## config.mk

```make
export PLATFORM = sky130hd
export DESIGN_NAME = mem_access_sequencer
export DESIGN_NICKNAME = d
export VERILOG_FILES = /design/src/rtl/mem_access_sequencer.sv
export SDC_FILE = /design/constraint.sdc
export NUM_CORES = 1
export LEC_CHECK = 0
export CAP_MARGIN = 20
export CELL_PAD_IN_SITES_DETAIL_PLACEMENT = 1
export CELL_PAD_IN_SITES_GLOBAL_PLACEMENT = 1
export CORE_MARGIN = 3
export CORE_UTILIZATION = 40
export CTS_BUF_LIST = sky130_fd_sc_hd__clkbuf_8
export CTS_CLUSTER_SIZE = 24
export DETAILED_ROUTE_END_ITERATION = 8
export PLACE_DENSITY_LB_ADDON = 0.05
export SLEW_MARGIN = 20
export SYNTH_ARGS = -nofsm -noshare
export SYNTH_HDL_FRONTEND = slang
export SYNTH_SLANG_ARGS = --single-unit
```

## constraint.sdc

```tcl
create_clock -name clk -period 4.5 [get_ports clk]
set_input_delay 0.45 -clock clk [delete_from_list [all_inputs] [get_ports clk]]
set_output_delay 0.45 -clock clk [all_outputs]
set_load 0.02 [all_outputs]
```

## src/rtl/mem_access_sequencer.sv

```systemverilog
// Load/store sequencer: turns one RISC-V B/H/W load or store into in-order
// byte accesses on a byte-wide memory, then returns a single response.
module mem_access_sequencer #(
  parameter int MEM_DEPTH  = 512,
  parameter int ADDR_WIDTH = 32
) (
  input  logic                  clk,
  input  logic                  reset,
  input  logic                  req_valid,
  output logic                  req_ready,
  input  logic                  req_write,
  input  logic [2:0]            req_funct3,
  input  logic [ADDR_WIDTH-1:0] req_address,
  input  logic [31:0]           req_write_data,
  output logic                  resp_valid,
  output logic [31:0]           resp_read_data,
  output logic                  resp_error,
  output logic                  busy,
  output logic                  mem_chip_select_d,
  output logic [ADDR_WIDTH-1:0] mem_address,
  output logic [7:0]            mem_write_data,
  output logic                  mem_write_enable,
  output logic                  mem_read_enable,
  input  logic [7:0]            mem_read_data
);

  // Handshake: a request is taken on a posedge where req_valid && req_ready;
  // req_ready is high only in IDLE, and resp_valid is a one-cycle pulse
  // with resp_read_data/resp_error valid alongside it.
  typedef enum logic [1:0] {IDLE, ACCESS, RESP} state_t;

  localparam logic [ADDR_WIDTH:0] DEPTH_LIMIT = (ADDR_WIDTH+1)'(MEM_DEPTH);

  state_t                state;
  logic [1:0]            idx;
  logic [1:0]            last_idx;
  logic                  lat_write;
  logic [2:0]            lat_funct3;
  logic [ADDR_WIDTH-1:0] lat_address;
  logic [31:0]           lat_wdata;
  logic [31:0]           assembly;

  logic [1:0]            req_last;
  logic [ADDR_WIDTH:0]   req_end;
  logic                  req_err;
  logic [31:0]           load_word;
  logic [31:0]           load_ext;
  logic [1:0]            idx_next;

  assign req_ready = (state == IDLE);
  assign idx_next  = idx + 2'd1;

  function automatic logic [7:0] store_byte(input logic [31:0] d, input logic [1:0] i);
    case (i)
      2'd0:    store_byte = d[7:0];
      2'd1:    store_byte = d[15:8];
      2'd2:    store_byte = d[23:16];
      default: store_byte = d[31:24];
    endcase
  endfunction

  // Request decode; the end address is one bit wider so it cannot wrap.
  always_comb begin
    req_last = 2'd0;
    case (req_funct3[1:0])
      2'b00:   req_last = 2'd0;
      2'b01:   req_last = 2'd1;
      default: req_last = 2'd3;
    endcase
    req_end = {1'b0, req_address} + {{(ADDR_WIDTH-1){1'b0}}, req_last};
    req_err = 1'b0;
    case (req_funct3)
      3'b000:  req_err = 1'b0;
      3'b001:  req_err = req_address[0];
      3'b010:  req_err = (req_address[1:0] != 2'b00);
      3'b100:  req_err = req_write;
      3'b101:  req_err = req_write | req_address[0];
      default: req_err = 1'b1;
    endcase
    if (req_end >= DEPTH_LIMIT) req_err = 1'b1;
  end

  // The byte arriving this cycle is merged in so the final byte of a load
  // reaches the response without an extra cycle.
  always_comb begin
    load_word = assembly;
    case (idx)
      2'd0:    load_word[7:0]   = mem_read_data;
      2'd1:    load_word[15:8]  = mem_read_data;
      2'd2:    load_word[23:16] = mem_read_data;
      default: load_word[31:24] = mem_read_data;
    endcase
    case (lat_funct3)
      3'b000:  load_ext = {{24{load_word[7]}}, load_word[7:0]};
      3'b001:  load_ext = {{16{load_word[15]}}, load_word[15:0]};
      3'b100:  load_ext = {24'd0, load_word[7:0]};
      3'b101:  load_ext = {16'd0, load_word[15:0]};
      default: load_ext = load_word;
    endcase
  end

  always_ff @(posedge clk) begin
    if (reset) begin
      state             <= IDLE;
      idx               <= 2'd0;
      last_idx          <= 2'd0;
      lat_write         <= 1'b0;
      lat_funct3        <= 3'd0;
      lat_address       <= '0;
      lat_wdata         <= 32'd0;
      assembly          <= 32'd0;
      resp_valid        <= 1'b0;
      resp_read_data    <= 32'd0;
      resp_error        <= 1'b0;
      busy              <= 1'b0;
      mem_chip_select_d <= 1'b0;
      mem_address       <= '0;
      mem_write_data    <= 8'd0;
      mem_write_enable  <= 1'b0;
      mem_read_enable   <= 1'b0;
    end else begin
      case (state)
        IDLE: begin
          resp_valid     <= 1'b0;
          resp_error     <= 1'b0;
          resp_read_data <= 32'd0;
          if (req_valid) begin
            lat_write   <= req_write;
            lat_funct3  <= req_funct3;
            lat_address <= req_address;
            lat_wdata   <= req_write_data;
            last_idx    <= req_last;
            idx         <= 2'd0;
            assembly    <= 32'd0;
            busy        <= 1'b1;
            if (req_err) begin
              state      <= RESP;
              resp_valid <= 1'b1;
              resp_error <= 1'b1;
            end else begin
              state             <= ACCESS;
              mem_chip_select_d <= 1'b1;
              mem_address       <= req_address;
              mem_write_enable  <= req_write;
              mem_read_enable   <= ~req_write;
              mem_write_data    <= req_write ? req_write_data[7:0] : 8'd0;
            end
          end
        end
        ACCESS: begin
          if (!lat_write) assembly <= load_word;
          if (idx == last_idx) begin
            state             <= RESP;
            mem_chip_select_d <= 1'b0;
            mem_address       <= '0;
            mem_write_data    <= 8'd0;
            mem_write_enable  <= 1'b0;
            mem_read_enable   <= 1'b0;
            resp_valid        <= 1'b1;
            resp_read_data    <= lat_write ? 32'd0 : load_ext;
          end else begin
            idx            <= idx_next;
            mem_address    <= lat_address + {{(ADDR_WIDTH-2){1'b0}}, idx_next};
            mem_write_data <= lat_write ? store_byte(lat_wdata, idx_next) : 8'd0;
          end
        end
        RESP: begin
          state          <= IDLE;
          busy           <= 1'b0;
          resp_valid     <= 1'b0;
          resp_error     <= 1'b0;
          resp_read_data <= 32'd0;
        end
        default: state <= IDLE;
      endcase
    end
  end

endmodule

```

==> results.py <==
metrics = {
    "outcome": {
        "status": "complete, no violations",
    },
    "setup_path": {
        "crit_path_end_kind": "flop",
        "crit_start": "req_funct3[1]",
        "crit_type": "in -> reg",
        "rrSetupSlack_ns": 1.10,
        "reg2reg_depth": 12,
        "start_kind": "input port",
        "crit-reg2reg-capture": "mem_address[24]",
        "reg2reg_from": "idx[0]",
        "critPathMaxFanout": 17,
        "cp_data_required_time_ns": 4.85,
        "crit_arrival_ns": 4.25,
    },
    "cells_and_area": {
        "layout.cells.non_filler": 1545,
        "diodes": 0,
        "fin_nets": 1348,
        "area_growth_pct": 25.7,
        "final_cell_area_sq_um": 11200,
        "drive_above_1_share_pct": 7.51,
    },
    "floorplanning": {
        "die_x_um": 156,
        "row_count": 54,
        "fp.dieArea_sq_um": 24200,
        "start_util_pct": 40.9,
        "die_h_um": 156,
        "ios": 158,
        "core-area_sq_um": 21900,
    },
    "placement": {
        "portBuffers": 157,
        "dp_hpwl_mm": 19.8,
        "dpl.cell_count": 1513,
        "post_dp_cell_area_sq_um": 10800,
        "place_congestion": 0.852,
    },
    "logic_synthesis": {
        "synth_edf_count": 0,
        "ys_seq_elements": 184,
        "synthTopCellsByCount": "dfxtp_1 (184), nand2_1 (180), a21oi_1 (156)",
        "synth_warnings": 0,
        "mappedNetlistNets": 1215,
        "synth_top_area_share_pct": 41.2,
        "synth.area.top_cells": "dfxtp_1 (41%), a21oi_1 (8.7%), nand2_1 (7.5%)",
        "ys_seq_area_share_pct": 41.2,
        "synth_cells": 1119,
        "ys_async_sr_fraction_pct": 0,
        "syn_area_per_cell_sq_um": 8.00,
        "netlist_area_sq_um": 8950,
        "synth_cell_types": 66,
        "synth_flop_cell": "dfxtp_1",
        "synth_top_area_cell": "dfxtp_1",
        "yosysMostFrequentCell": "dfxtp_1",
    },
    "pwr": {
        "p_leak_nw": 3.85,
        "p_per_area_nw_per_um2": 292,
        "finalPower_mw": 3.29,
        "ir_worst_vdd_uv": 210,
    },
    "drt": {
        "drtAntennaViolNets": 0,
        "detail_route.first_pass.iterations": 4,
        "routed_wl_mm": 28.1,
        "drtIter0Drc": 343,
        "drc": 0,
        "via_per_inst": 5.53,
        "via_count": 8545,
        "wl_per_cell_um": 18.2,
    },
    "clock_tree": {
        "cts_max_level": 4,
        "cts_tree": "built",
        "postCtsResizedCells": 0,
        "root_buffer": "clkbuf_8",
        "ctsLongestPathBuffers": 2,
        "cts_made_buffers": 17,
        "post-cts-setup-buffer-count": 0,
        "cts_sinks": 184,
        "ctsHoldBuffers": 0,
        "cts.clk_slew.worst_paths_ns": 0.10,
        "insertion_delay_ns": 0.50,
    },
    "sta": {
        "rsz0062_at_grt": "false",
        "slew_viol_final": 0,
        "finalSetupViolations": 0,
        "worst_slew_pin_slew_ns": 1.10,
        "finalCriticalPeriod_ns": 3.90,
        "finalCritPeriodShare_pct": 86.7,
        "holdWs_ns": 0.454,
        "hold_violations": 0,
        "fmax_mhz": 256,
        "finalSetupTns_ns": 0,
        "slew_headroom_pct": 27.0,
        "fin_skew_ns": 0.0283,
    },
    "hold_path": {
        "worstHoldStart": "assembly[7]",
        "hold_path_end": "assembly[7]",
        "hp-class": "reg -> reg",
        "min_path_cells": 2,
    },
    "global_route": {
        "antenna_found_initial": 0,
        "grt_start_max_net_pins": 109,
        "grt_pass1_wl_mm": 45.4,
        "grt_pass1_vias": 8759,
        "overflow": 0,
        "track_usage_pct": 23.2,
    },
    "run": {
        "cap_violations": 0,
    },
}
through the flow:
stage	setup slack, ns	util [%]
6_report	0.598	51.4
5_1_grt	0.255	51.4
4_1_cts	0.604	51.4
3_5_place_dp	0.104	49.5
3_3_place_gp	0.264	49.5
2_1_floorplan	0.977	-
critical path, stage by stage:
cell and delay, ns:
clkdlybuf4s50_1 0.62, or2_2 0.18, ha_1 0.21, fa_1 0.22
nand4_1 0.15, nor4_2 0.68, a21boi_0 0.20, a211oi_1 0.37
nand4_2 0.21, o31ai_4 0.31, buf_4 0.36, mux2i_1 0.23
nor2_1 0.06
worst max-delay path by stage:
stage                  endpoint  cells after the start  slack [ns]
4_1_cts         mem_address[14]                     13        0.60
6_report        mem_address[14]                     13        0.60
2_1_floorplan  mem_write_enable                     13        0.98
3_5_place_dp    mem_address[16]                     13        0.10
3_3_place_gp    mem_address[20]                     13        0.26
5_1_grt         mem_address[16]                     13        0.25
cells by family (layout without fill, tap and decap cells):
family	after synthesis	in the layout	share of synthesized area (%)
compound gates	281	281	19.3
xor+xnor	35	35	3.43
fa+ha+maj	17	17	2.54
buf+inv	100	246	4.46
flops	184	184	41.2
mux	55	55	6.26
simple gates	447	447	22.9
state kept, by name (all words and copies together), names as in the netlist, 2 cells and up:
name,flops
lat_address,32
last_idx,2
mem_address,32
lat_funct3,3
lat_wdata,32
state,2
mem_write_data,8
idx,2
resp_read_data,32
assembly,32
layout by cell type, fill, tap and decap left out, types with 30 or more instances in the layout:
cell type        count
clkdlybuf4s50_1    156
mux2i_1             47
a21oi_1            156
nor2_1             121
dfxtp_1            184
buf_4               30
o21ai_0             30
nand3_1             35
nor3_1              31
nand2_1            179
layer usage:
metal / up-vias / part of all wire [%] / global-route usage [%]
met5: - / 0 / 0
met3: 27 / 3.8 / 3.72
met4: 0 / 1.5 / 5.54
met1: 4171 / 45 / 29.6
li1: 4189 / - / -
met2: 158 / 50 / 41.0
power breakdown:
| part | total, mW | internal, mW | switching (mW) |
|---|---|---|---|
| registers | 1.72 | 1.67 | 0.0422 |
| clock network | 1.15 | 0.426 | 0.722 |
| logic | 0.421 | 0.169 | 0.252 |
| total | 3.29 | 2.27 | 1.02 |
final cells by class:
| class | instances | area [sq um] |
|---|---|---|
| Clock buffer | 17 | 234 |
| Clock inverter | 15 | 170 |
| Fill cell | 2663 | 10600 |
| Inverter | 26 | 97.6 |
| Multi-Input combinational cell | 835 | 4880 |
| Sequential cell | 184 | 3680 |
| Tap cell | 280 | 350 |
| Timing Repair Buffer | 188 | 1830 |
No activity file was read; power rests on OpenSTA's default activity.
